## src/rtl/dmem_arbiter_pkg.sv

```systemverilog
// Shared definitions for the data-memory arbiter: FSM encoding and default parameters.
package dmem_arbiter_pkg;

  localparam int DW_DEF          = 32;
  localparam int AW_DEF          = 32;
  localparam int DEPTH_WORDS_DEF = 64;
  localparam int MAX_BURST_DEF   = 8;

  typedef enum logic [1:0] {
    IDLE   = 2'd0,
    ACCESS = 2'd1,
    RESP   = 2'd2
  } state_t;

endpackage

```

## src/rtl/dmem_arbiter.sv

```systemverilog
// Two-port arbiter in front of the shared single-port data memory.
// Port 0 is the pipeline MEM stage, port 1 the loader/debug port. Each
// transaction takes IDLE (grant) -> ACCESS (strobe) -> RESP (ack).
module dmem_arbiter
  import dmem_arbiter_pkg::*;
#(
  parameter int DW          = DW_DEF,
  parameter int AW          = AW_DEF,
  parameter int DEPTH_WORDS = DEPTH_WORDS_DEF,
  parameter int MAX_BURST   = MAX_BURST_DEF
) (
  input  logic          clk,
  input  logic          rst_n,
  input  logic          req0,
  input  logic          we0,
  input  logic [AW-1:0] addr0,
  input  logic [DW-1:0] wdata0,
  input  logic          req1,
  input  logic          we1,
  input  logic [AW-1:0] addr1,
  input  logic [DW-1:0] wdata1,
  input  logic          lock1,
  output logic [1:0]    ack,
  output logic          err,
  output logic [DW-1:0] rdata,
  output logic          mem_re,
  output logic          mem_we,
  output logic [AW-1:0] mem_addr,
  output logic [DW-1:0] mem_wdata,
  input  logic [DW-1:0] mem_rdata
);

  localparam int CW = $clog2(MAX_BURST + 1);

  state_t        state_q, state_d;
  logic [CW-1:0] burst_q, burst_d;
  logic          last_q;   // port granted most recently (1 = port 1)
  logic          win_q;    // port owning the in-flight transaction
  logic          bad_q;    // in-flight transaction is misaligned or out of range

  logic          any_req;
  logic          win1;
  logic          burst_full, burst_on;
  logic          sel_we, sel_bad;
  logic [AW-1:0] sel_addr;
  logic [DW-1:0] sel_wdata;

  // Word-aligned and inside the memory, otherwise the access is refused.
  function automatic logic addr_invalid(input logic [AW-1:0] a);
    return (a[1:0] != 2'b00) || ((a >> 2) >= AW'(DEPTH_WORDS));
  endfunction

  assign any_req = req0 | req1;

  // Arbitration: burst lock first, then round-robin on ties.
  always_comb begin
    // NOTE: every combinational output gets a default first so no path leaves it unassigned (no latch).
    win1       = 1'b0;
    burst_d    = '0;
    burst_full = (burst_q == CW'(MAX_BURST));
    burst_on   = (burst_q != '0) && !burst_full;
    if (req0 && req1) begin
      if (burst_full)    win1 = 1'b0;
      else if (burst_on) win1 = 1'b1;
      else               win1 = !last_q;
    end else begin
      win1 = req1;
    end
    // A lone locked port 1 at the cap keeps winning; the count saturates.
    if (win1 && lock1) burst_d = burst_full ? burst_q : burst_q + CW'(1);
  end

  // Mux the winning port's request fields.
  always_comb begin
    sel_we    = win1 ? we1    : we0;
    sel_addr  = win1 ? addr1  : addr0;
    sel_wdata = win1 ? wdata1 : wdata0;
    sel_bad   = addr_invalid(sel_addr);
  end

  // Next-state logic: fixed three-cycle transaction.
  always_comb begin
    state_d = state_q;
    unique case (state_q)
      IDLE:    if (any_req) state_d = ACCESS;
      ACCESS:  state_d = RESP;
      RESP:    state_d = IDLE;
      default: state_d = IDLE;
    endcase
  end

  // State register.
  always_ff @(posedge clk or negedge rst_n) begin
    // NOTE: sequential state uses non-blocking assignments so all flops update from pre-edge values.
    if (!rst_n) state_q <= IDLE;
    else        state_q <= state_d;
  end

  // Grant capture, memory strobes, read-data capture and response pulse.
  always_ff @(posedge clk or negedge rst_n) begin
    if (!rst_n) begin
      burst_q   <= '0;
      last_q    <= 1'b1;
      win_q     <= 1'b0;
      bad_q     <= 1'b0;
      mem_re    <= 1'b0;
      mem_we    <= 1'b0;
      mem_addr  <= '0;
      mem_wdata <= '0;
      ack       <= 2'b00;
      err       <= 1'b0;
      rdata     <= '0;
    end else begin
      unique case (state_q)
        IDLE: begin
          if (any_req) begin
            win_q     <= win1;
            last_q    <= win1;
            burst_q   <= burst_d;
            bad_q     <= sel_bad;
            mem_addr  <= sel_addr;
            mem_wdata <= sel_wdata;
            mem_re    <= !sel_we && !sel_bad;
            mem_we    <= sel_we && !sel_bad;
          end
        end
        ACCESS: begin
          mem_re <= 1'b0;
          mem_we <= 1'b0;
          rdata  <= mem_re ? mem_rdata : '0;
          ack    <= win_q ? 2'b10 : 2'b01;
          err    <= bad_q;
        end
        RESP: begin
          ack <= 2'b00;
          err <= 1'b0;
        end
        default: begin
          ack <= 2'b00;
          err <= 1'b0;
        end
      endcase
    end
  end

endmodule

```

## config.mk

```make
export PLATFORM = sky130hd
export DESIGN_NAME = dmem_arbiter
export DESIGN_NICKNAME = d
export VERILOG_FILES = /design/src/rtl/dmem_arbiter_pkg.sv /design/src/rtl/dmem_arbiter.sv
export SDC_FILE = /design/constraint.sdc
export NUM_CORES = 1
export LEC_CHECK = 0
export ABC_AREA = 1
export CAP_MARGIN = 20
export CORE_MARGIN = 2
export CORE_UTILIZATION = 42
export CTS_BUF_LIST = sky130_fd_sc_hd__clkbuf_8
export DETAILED_ROUTE_END_ITERATION = 7
export PLACE_DENSITY = 0.84
export SETUP_SLACK_MARGIN = 0.3
export SLEW_MARGIN = 20
export SYNTH_ARGS = -nofsm -noshare
export SYNTH_HDL_FRONTEND = slang
export SYNTH_SLANG_ARGS = --single-unit
```

## constraint.sdc

```tcl
create_clock -name clk -period 2 [get_ports clk]
set_input_delay 0.2 -clock clk [delete_from_list [all_inputs] [get_ports clk]]
set_output_delay 0.2 -clock clk [all_outputs]
set_load 0.005 [all_outputs]
```

==> impl_results.md <==
* Synth area leader: dfrtp_1
* Largest net degree at the start of global routing at 57
* Cells after Synth at between 600 and 700
* Nets at roughly 1100
* Commonest non-fill, non-tap cell in the layout: clkdlybuf4s50_1
* Post-route ant nets at 0
* WS Path Type: reg2reg
* Clock Sinks at 110
* Clk pwr share at 16.2%
* Max_cap viols at 0
* Final setup margin at roughly 42 ps
* Fill count at 1025
* First-pass GRT wire length at 26270 um
* Slowest cell on the critical path: dfrtp_1
* Clock skew at around 11 ps
* Initial antenna violation count at 0
* Layout cell share with drive strength beyond 1 at a little under a tenth
* Critical Path End Type: register
* Setup violators final at 0
* Routed wire length at 17810 um
* Ranking of synthesized cells by area: dfrtp_1, nand2_1, a21oi_1
* CTS tree: yes
* Inserted Clock Buffers at 9
* Switch share at between 30% and 40%
* Die H at 116.6 um
* Seq pwr share at approximately a third
* Starting Density at 42.52%
* Num ports at about 270
* Post-Syn Area at ~5300 sq um
* # rows at just over 40
* Core ar. at around 13000 sq um
* Total GRT Usage at 24.69%
* Synth Register Bits at 110
* Cell variety after synth at 29
* CTS Root Cell: clkbuf_8
* Total grt overflow at 0
* Crit path largest cell delay at about 380 ps
* TritonRoute pass-1 iters at 7
* Worst Tran Pin Value at roughly 470 ps
* Final HPWL DP at between 10000 and 15000 um
* Crit share post-route at between 90% and 100%
* F_max at slightly above 0.5 GHz
* Vias per cell at a little over 5
* Port bufs at 267
* R2r setup slk at about 42 ps
* Clock Latency Late Sink at 370 ps
* Status: completed
* Sequential element share of the synthesized area at roughly 52%
* Combinational share of power at roughly 49%
* Critical path's most frequent cell: nand2_1
* Most frequent cells in the layout: clkdlybuf4s50_1, nand2_1, dfrtp_1, nor2_1, a21oi_1
* Crit path buffers/inverters at 3
* DR vias at roughly 5700
* NetSw at approximately 0.0035 W
* Place WS at between 60 and 70 ps
* DIE AREA at 13590 sq um
* Total Power at ~0.01 W
* Ordered list of cells on the worst path: inv_2, ha_4, inv_2, nor2_4, nand3_4, nand2_4, buf_16, nand2_1, nand2_1, nor2_1, nand3_1, nor2_4, nand3_1, nand2_1
* DRC viols at 0
* Startpoint Class: register
* Maximum vdd drop at between 0.6 and 0.7 mV
* Initial drt markers at between 400 and 500
* Slew HR at between 60% and 70%
* CP delay by family, top: simple AND/OR/NAND/NOR gates
* Leakage at between 4 and 5 nW
* Routability cong. at around 0.84
* Final hold vios at 0
* Worst-path clk slew at ~100 ps
* Crit path time final at between 1500 and 2000 ps
* Clock Path Buffers at 2
* Area growth syn-to-layout at 65.26%
* Final Slew Violations at 0
* Routed len/inst at ~16 um
* Hold Crit Class: in2async
* CP Max Fanout at 10
* Mapped Avg Cell Area at 7.782 sq um
* Vias in the first global route at 5243
* N_diodes at 0
* Internal power at about 0.0063 W
* CTS H-tree depth at 3
* RSZ-0062 raised after global routing: yes
* Cell area power density at ~1100 nW/um^2
* WP data required at around 2300 ps
* Synth Net Count at 853
* Chip width at ~120 um
* Setup TNS at 0 ps
* Core Util, Final at between 70% and 80%
* Yosys warns at 0
* Synth top area share at approximately half
* WP data arrival at 2270 ps
-- metal layers --
metal	global-route usage, %	part of all wire (%)	vias up
met1	32.25	41	2674
met2	41.05	49	258
li1	-	-	2735
met5	0	0	-
met3	4.826	7.7	44
met4	9.020	2.8	0
-- layout make-up --
type | count | area [sq um] | area share (%)
Sequential cell | 110 | 2754 | 31.31
Tap cell | 172 | 215.2 | 2.447
Timing Repair Buffer | 302 | 3112 | 35.38
Multi-Input combinational cell | 495 | 2336 | 26.56
Clock inverter | 5 | 98.84 | 1.124
Clock buffer | 10 | 137.6 | 1.565
Inverter | 37 | 142.6 | 1.622
-- power by group through the flow --
stage               Clock [W]  Combinational [W]  Sequential [W]
floorplan                   0            0.00199         0.00344
global placement            0            0.00446         0.00342
CTS                   0.00163            0.00476         0.00340
finish                0.00160            0.00486         0.00341
detailed placement          0            0.00454         0.00343
global route          0.00170            0.00530         0.00349
-- registers in the layout (all words and copies together), names as in the netlist, 2 cells and up --
| signal | count |
|---|---|
| mem_wdata | 32 |
| ack | 2 |
| rdata | 32 |
| mem_addr | 32 |
| state_q | 2 |
| burst_q | 4 |
-- synthesized netlist by cell type --
cell,instances
o21ai_0,39
inv_1,33
nand2_1,220
a21oi_1,66
o21ai_1,1
nor2_2,4
a22o_1,1
buf_6,2
o21ai_2,1
nand2_4,1
nor2_1,71
nor3_1,3
buf_1,3
nand3_4,1
and2_1,1
inv_2,3
ha_1,2
nand2_2,1
xor2_1,1
clkbuf_1,18
nand3b_1,15
mux2i_1,1
buf_4,7
a31oi_1,6
nand3_1,59
dfrtp_1,109
buf_2,13
dfstp_2,1
clkinv_1,1
-- metrics by stage --
stage | instance area (sq um) | instances | hold WS (ps)
2_1_floorplan | 5329 | 684 | -95.59
3_3_place_gp | 8253 | 1100 | 178.6
3_5_place_dp | 8253 | 1100 | 183.4
4_1_cts | 8710 | 1126 | 323.2
5_1_grt | 8796 | 1131 | 363.8
6_report | 8796 | 1131 | 320.8
-- timing repair --
action                                 CTS  global route
pin swaps                                9             4
gates resized for setup                 26            17
cloned                                   4             0
setup endpoints to repair               46            51
endpoints found under the hold margin   33             0
hold buffers                             1             0
setup buffers                            6             5
-- cells by family (layout without fill, tap and decap cells) --
kind of cell / count (synthesis) / count (layout) / synth area share (%)
AND/OR/NAND/NOR: 376 / 377 / 29.71
AO/OA/AOI/OAI: 114 / 114 / 11.00
adder cells (fa/ha/maj): 2 / 2 / 0.4701
multiplexers: 1 / 1 / 0.1881
flip-flops: 110 / 110 / 51.74
XOR/XNOR: 1 / 1 / 0.1646
buffers and inverters: 80 / 354 / 6.723
-- worst paths after layout --
kind	from	end	cells after the start
max	burst_q[1]	mem_re	14
min	rst_n	ack[0]	2
max reg2reg	burst_q[1]	mem_re	14
min reg2reg	rdata[15]	rdata[15]	2
max in group asynchronous	rst_n	last_q	3
min in group clk	wdata1[14]	mem_wdata[14]	3
No activity file was read; power rests on OpenSTA's default activity.
